## config.mk

```make
export PLATFORM = sky130hd
export DESIGN_NAME = frame_addr_sweeper_flat
export DESIGN_NICKNAME = d
export VERILOG_FILES = /design/src/rtl/frame_addr_sweeper_if.sv /design/src/rtl/frame_addr_sweeper.sv /design/src/flat_wrapper.sv
export SDC_FILE = /design/constraint.sdc
export NUM_CORES = 1
export LEC_CHECK = 0
export BUFFER_PORTS_ARGS = -buffer_cell sky130_fd_sc_hd__buf_2
export CAP_MARGIN = 20
export CORE_MARGIN = 3
export CORE_UTILIZATION = 52
export CTS_BUF_LIST = sky130_fd_sc_hd__clkbuf_8
export DETAILED_ROUTE_END_ITERATION = 8
export PLACE_DENSITY = 0.79
export SETUP_SLACK_MARGIN = 0.2
export SLEW_MARGIN = 20
export SYNTH_ARGS = -nofsm -noshare
export SYNTH_HDL_FRONTEND = slang
export SYNTH_SLANG_ARGS = --single-unit
```

## constraint.sdc

```tcl
create_clock -name clk -period 2.3 [get_ports clk]
set_clock_uncertainty 0.1 [all_clocks]
set_input_delay 0.115 -clock clk [delete_from_list [all_inputs] [get_ports clk]]
set_output_delay 0.115 -clock clk [all_outputs]
set_load 0.01 [all_outputs]
```

## src/rtl/frame_addr_sweeper_if.sv

```systemverilog
// Issue/acknowledge link between the frame-address sweeper and the write_reg block.
// Handshake: the sweeper strobes en for one cycle with frameaddr valid; write_reg answers with a one-cycle flag.
interface frame_addr_sweeper_if;
  logic        en;
  logic        flag;
  logic [31:0] frameaddr;

  modport master (output en, output frameaddr, input flag);
  modport slave  (input en, input frameaddr, output flag);
endinterface

```

## src/rtl/frame_addr_sweeper.sv

```systemverilog
// Key-started sweep over a rectangle of configuration frames (minor fastest, then column, then row),
// issuing one write_reg request per frame with step mode, abort, flag timeout and frame counting.
module frame_addr_sweeper #(
  parameter logic [2:0] BLK_TYPE = 3'd0,
  parameter logic       TOP      = 1'b1,
  parameter int         ROW_LO   = 0,
  parameter int         ROW_HI   = 31,
  parameter int         COL_LO   = 0,
  parameter int         COL_HI   = 1023,
  parameter int         MINOR_LO = 0,
  parameter int         MINOR_HI = 127,
  parameter int         TIMEOUT  = 1023,
  parameter int         TO_W     = 10
) (
  input  logic                 clk,
  input  logic                 rst_n,
  input  logic                 start,
  input  logic                 abort,
  input  logic                 step_mode,
  input  logic                 step,
  frame_addr_sweeper_if.master wr,
  output logic                 busy,
  output logic                 done,
  output logic                 timeout_err,
  output logic [23:0]          frame_cnt,
  output logic [1:0]           state_dbg
);

  typedef enum logic [1:0] {S_IDLE = 2'd0, S_WAIT = 2'd1, S_HOLD = 2'd2} state_t;

  localparam logic [4:0]      R_LO    = 5'(ROW_LO);
  localparam logic [4:0]      R_HI    = 5'(ROW_HI);
  localparam logic [9:0]      C_LO    = 10'(COL_LO);
  localparam logic [9:0]      C_HI    = 10'(COL_HI);
  localparam logic [6:0]      M_LO    = 7'(MINOR_LO);
  localparam logic [6:0]      M_HI    = 7'(MINOR_HI);
  localparam logic [TO_W-1:0] TO_LAST = TO_W'(TIMEOUT - 1);

  state_t          state_q, state_d;
  logic [4:0]      row_q, row_d;
  logic [9:0]      col_q, col_d;
  logic [6:0]      minor_q, minor_d;
  logic            en_q, en_d;
  logic            busy_q, busy_d;
  logic            done_q, done_d;
  logic            terr_q, terr_d;
  logic [23:0]     cnt_q, cnt_d;
  logic [TO_W-1:0] to_q, to_d;
  logic            is_last;

  assign is_last = (row_q == R_HI) && (col_q == C_HI) && (minor_q == M_HI);

  always_comb begin
    state_d = state_q;
    row_d   = row_q;
    col_d   = col_q;
    minor_d = minor_q;
    en_d    = 1'b0;
    busy_d  = busy_q;
    done_d  = 1'b0;
    terr_d  = terr_q;
    cnt_d   = cnt_q;
    to_d    = to_q;
    case (state_q)
      S_IDLE: begin
        // abort wins over start; a stray flag here is deliberately ignored
        if (start && !abort) begin
          row_d   = R_LO;
          col_d   = C_LO;
          minor_d = M_LO;
          cnt_d   = 24'd0;
          terr_d  = 1'b0;
          en_d    = 1'b1;
          busy_d  = 1'b1;
          to_d    = '0;
          state_d = S_WAIT;
        end
      end
      S_WAIT: begin
        if (abort) begin
          busy_d  = 1'b0;
          state_d = S_IDLE;
        end else if (flag_in()) begin
          cnt_d = cnt_q + 24'd1;
          if (is_last) begin
            done_d  = 1'b1;
            busy_d  = 1'b0;
            state_d = S_IDLE;
          end else begin
            if (minor_q == M_HI) begin
              minor_d = M_LO;
              if (col_q == C_HI) begin
                col_d = C_LO;
                row_d = row_q + 5'd1;
              end else begin
                col_d = col_q + 10'd1;
              end
            end else begin
              minor_d = minor_q + 7'd1;
            end
            if (step_mode) begin
              state_d = S_HOLD;
            end else begin
              en_d = 1'b1;
              to_d = '0;
            end
          end
        end else if ((TIMEOUT != 0) && (to_q == TO_LAST)) begin
          terr_d  = 1'b1;
          busy_d  = 1'b0;
          state_d = S_IDLE;
        end else begin
          to_d = to_q + 1'b1;
        end
      end
      S_HOLD: begin
        // address was already advanced when the flag arrived
        if (abort) begin
          busy_d  = 1'b0;
          state_d = S_IDLE;
        end else if (step) begin
          en_d    = 1'b1;
          to_d    = '0;
          state_d = S_WAIT;
        end
      end
      default: state_d = S_IDLE;
    endcase
  end

  function automatic logic flag_in();
    return wr.flag;
  endfunction

  always_ff @(posedge clk or negedge rst_n) begin
    if (!rst_n) begin
      state_q <= S_IDLE;
      row_q   <= R_LO;
      col_q   <= C_LO;
      minor_q <= M_LO;
      en_q    <= 1'b0;
      busy_q  <= 1'b0;
      done_q  <= 1'b0;
      terr_q  <= 1'b0;
      cnt_q   <= 24'd0;
      to_q    <= '0;
    end else begin
      state_q <= state_d;
      row_q   <= row_d;
      col_q   <= col_d;
      minor_q <= minor_d;
      en_q    <= en_d;
      busy_q  <= busy_d;
      done_q  <= done_d;
      terr_q  <= terr_d;
      cnt_q   <= cnt_d;
      to_q    <= to_d;
    end
  end

  assign wr.en        = en_q;
  assign wr.frameaddr = {6'b0, BLK_TYPE, TOP, row_q, col_q, minor_q};
  assign busy         = busy_q;
  assign done         = done_q;
  assign timeout_err  = terr_q;
  assign frame_cnt    = cnt_q;
  assign state_dbg    = state_q;

endmodule
```

## src/flat_wrapper.sv

```systemverilog
// flat-port wrapper written by rule: the top's interface ports become plain ports
module frame_addr_sweeper_flat 
#(
  parameter logic [2:0] BLK_TYPE = 3'd0,
  parameter logic       TOP      = 1'b1,
  parameter int         ROW_LO   = 0,
  parameter int         ROW_HI   = 31,
  parameter int         COL_LO   = 0,
  parameter int         COL_HI   = 1023,
  parameter int         MINOR_LO = 0,
  parameter int         MINOR_HI = 127,
  parameter int         TIMEOUT  = 1023,
  parameter int         TO_W     = 10
)
  (clk, rst_n, start, abort, step_mode, step, busy, done, timeout_err, frame_cnt, state_dbg, wr_en, wr_frameaddr, wr_flag);
  frame_addr_sweeper_if wr_i ();
  input  logic clk;
  input  logic rst_n;
  input  logic start;
  input  logic abort;
  input  logic step_mode;
  input  logic step;
  output logic busy;
  output logic done;
  output logic timeout_err;
  output logic [23:0] frame_cnt;
  output logic [1:0] state_dbg;
  output wire logic [$bits(wr_i.en)-1:0] wr_en;
  output wire logic [$bits(wr_i.frameaddr)-1:0] wr_frameaddr;
  input wire logic [$bits(wr_i.flag)-1:0] wr_flag;
  assign wr_en = wr_i.en;
  assign wr_frameaddr = wr_i.frameaddr;
  assign wr_i.flag = wr_flag;
  frame_addr_sweeper #(.BLK_TYPE(BLK_TYPE), .TOP(TOP), .ROW_LO(ROW_LO), .ROW_HI(ROW_HI), .COL_LO(COL_LO), .COL_HI(COL_HI), .MINOR_LO(MINOR_LO), .MINOR_HI(MINOR_HI), .TIMEOUT(TIMEOUT), .TO_W(TO_W)) u_core (.clk(clk), .rst_n(rst_n), .start(start), .abort(abort), .step_mode(step_mode), .step(step), .wr(wr_i), .busy(busy), .done(done), .timeout_err(timeout_err), .frame_cnt(frame_cnt), .state_dbg(state_dbg));
endmodule
```

==> run metrics <==
Largest delay share family, worst path=simple AND/OR/NAND/NOR gates; Max Root-Sink Buffers=2; status=finished, final reports clean; Max VDD drop=0.7134 mV; Worst-path clk slew=0.08 ns; Yosys Warn Count=0; H-tree depth=3; DP Wirelength=6620 um; Sequential Area=1554 um^2; # port buffers=58; Util after Layout=71.09%; initial antenna violation count=0; post-synthesis mux area share=3.545%; Tot Pwr=4274 uW; initial core utilization=55.11%; Max stage delay on crit path=0.39 ns; Hold Vio Cnt, Final=0; Power Density=920.5 nW/um^2; synthesized cell area=3600 um^2; CTS Sinks=62; via count=3516; Setup CP Type=reg2reg; LEAKAGE=0.002157 uW; fillers=463; Post-synth EDFFs=0; die area=7957 um^2; asr flop ratio synth=100.0%; share of layout cells above drive strength 1=32.53%; Final nets=508; Max-cap violations=0; CP endpoint kind=flop; Vias/cell=6.147; Remaining DRCs=0; CP bufs+invs=1; core box area=6531 um^2; Arrival @ worst endpoint=2.35 ns; post-route cell area=4643 um^2; Synth area leader=dfrtp_1; clock root cell=clkbuf_8; crit path max fanout=5; antenna-violating nets left=0; top post-synthesis cells by area=dfrtp_1, a21oi_1, nand3_1; final wirelength=9687 um; gpl congestion=0.9051; worst min path class=in2reg; grt ovf=0; area used by multi-input combinational logic=2090 um^2; Max Clock Freq=0.4618 GHz; CTS tree=done; Yosys top cell area share=43.10%; Synth Area in Simple Gates=23.98%; worst hold margin=0.03832 ns; min Tclk post-route=2.165 ns; most frequent CP cell=nand4_1; worst endpoint required time=2.49 ns; register bit total from synthesis=62; Post-Synth Adder-Cell Area=3.823%; slowest stage cell, crit path=dfrtp_1; pin count of the biggest net entering global routing=39; Cell variety after synth=50; FP Rows=29; first-pass GRT wire length=15640 um; Worst setup SP type=flop; main combinational cell family by area after synthesis=simple AND/OR/NAND/NOR gates; routed len/inst=16.94 um; I/O pin count=69; gr usage total=25.30%; setup violators final=0; Num CTS Buffers=9; max-slew violations=0; most common flop cell mapped by yosys=dfrtp_1; CP cell instances=ha_2 -> and3_4 -> ha_4 -> and2_4 -> nand4_1 -> nand4_1 -> buf_4 -> or3_1 -> a21oi_2; Pre-Repair DR Iteration Count=5; Cells after Synth=398; Area Growth Syn to Fin=28.99%; Synth Area per Inst=9.044 um^2; xor and xnor area share after synthesis=2.920%; die width=89.20 um; sequential element share of the synthesized area=43.10%; Die Span Y=89.20 um; RSZ-0062 raised after global routing=yes; DP Area=4158 um^2; complex-gate fraction of the synthesized area=16.58%; number of DRC markers in iteration 0=265; vias in the first global route=3335; ant diodes=0; Worst-Skew Late Latency=0.35 ns; period utilization=94.15%
-- cell usage in the layout, fill, tap and decap left out, drive strengths merged, types with 7 or more instances in the layout --
| cell | instances |
|---|---|
| a21oi | 30 |
| and3 | 10 |
| and4 | 7 |
| buf | 96 |
| clkbuf | 9 |
| conb | 10 |
| dfrtp | 62 |
| ha | 11 |
| inv | 23 |
| mux2i | 9 |
| nand2 | 30 |
| nand3 | 29 |
| nand4 | 12 |
| nor2 | 28 |
| nor3 | 8 |
| o21ai | 28 |
| or3 | 13 |
| xor2 | 9 |
-- area by class of cell --
cell class | count | area share, %
Multi-Input combinational cell | 299 | 45.00
Sequential cell | 62 | 33.47
Timing Repair Buffer | 97 | 13.64
Clock buffer | 9 | 2.668
Tap cell | 77 | 2.075
Inverter | 21 | 1.698
Clock inverter | 7 | 1.455
-- metal layers --
metal	up-vias	GRT usage (%)	part of all wire (%)	wire, um
li1	1622	-	-	-
met1	1723	33.86	43	4187
met2	148	40.25	48	4692
met3	23	6.359	6.4	621
met4	0	8.390	1.9	185
met5	-	0	0	0
-- worst min-delay path, delay by kind of cell --
| kind | cells | cell delay, ns |
|---|---|---|
| simple gates | 2 | 0.18 |
| buf+inv | 1 | 0.15 |
-- cells in the mapped netlist, drive strengths merged (8+ instances only) --
cell	number
a21oi	30
and3	10
buf	13
clkbuf	11
dfrtp	62
ha	11
inv	21
mux2i	9
nand2	30
nand3	29
nand4	12
nor2	28
nor3	8
o21ai	28
or3	13
xor2	9
-- power by group --
group	leakage (uW)	total, uW	internal [uW]	switching [uW]
Combinational	0.00122	1850	785	1070
Sequential	0.000832	1470	1270	207
Clock	0.000102	948	494	454
Total	0.00216	4270	2540	1730
-- worst paths after layout --
path / start / end / slack [ns] / cells past startpoint
max in group asynchronous: rst_n / u_core.col_q[1]$_DFFE_PN0P_ / 1.44 / 3
min in group asynchronous: rst_n / u_core.frame_cnt[20]$_DFFE_PN0P_ / 0.11 / 2
hold reg to reg: u_core.to_q[9]$_DFFE_PN0P_ / u_core.to_q[9]$_DFFE_PN0P_ / 0.43 / 1
setup reg to reg: u_core.row_q[0]$_DFFE_PN0P_ / u_core.col_q[3]$_DFFE_PN0P_ / 0.13 / 9
hold / removal: wr_flag / u_core.done$_DFF_PN0_ / 0.04 / 3
setup / recovery: u_core.row_q[0]$_DFFE_PN0P_ / u_core.col_q[3]$_DFFE_PN0P_ / 0.13 / 9
-- stage by stage --
stage	instances	setup TNS [ns]	worst slack (ns)
3_5_place_dp	541	-0.02868	-0.02189
6_report	572	0	0.1345
3_3_place_gp	541	0	0.08210
5_1_grt	572	0	0.02726
2_1_floorplan	406	0	0.02036
4_1_cts	569	0	0.1685
-- kinds of logic after synthesis --
kind of cell | after synthesis
simple gates | 158
compound gates | 96
xor+xnor | 12
fa+ha+maj | 11
flops | 62
other cells | 2
buf+inv | 45
mux | 12
-- sequential cells by signal, indices dropped and copies added, names as in the netlist, 2 cells and up --
signal / cells
u_core.minor_q: 7
u_core.row_q: 5
u_core.state_dbg: 2
u_core.frame_cnt: 24
u_core.col_q: 10
u_core.to_q: 10
-- repair_timing --
action	4_1_cts	5_1_grt
hold buffers	1	0
pin swaps	8	17
buffers inserted	11	3
hold endpoints to repair	62	0
resized for setup	7	36
endpoints found under the setup margin	19	44
No activity file was read; power rests on OpenSTA's default activity.
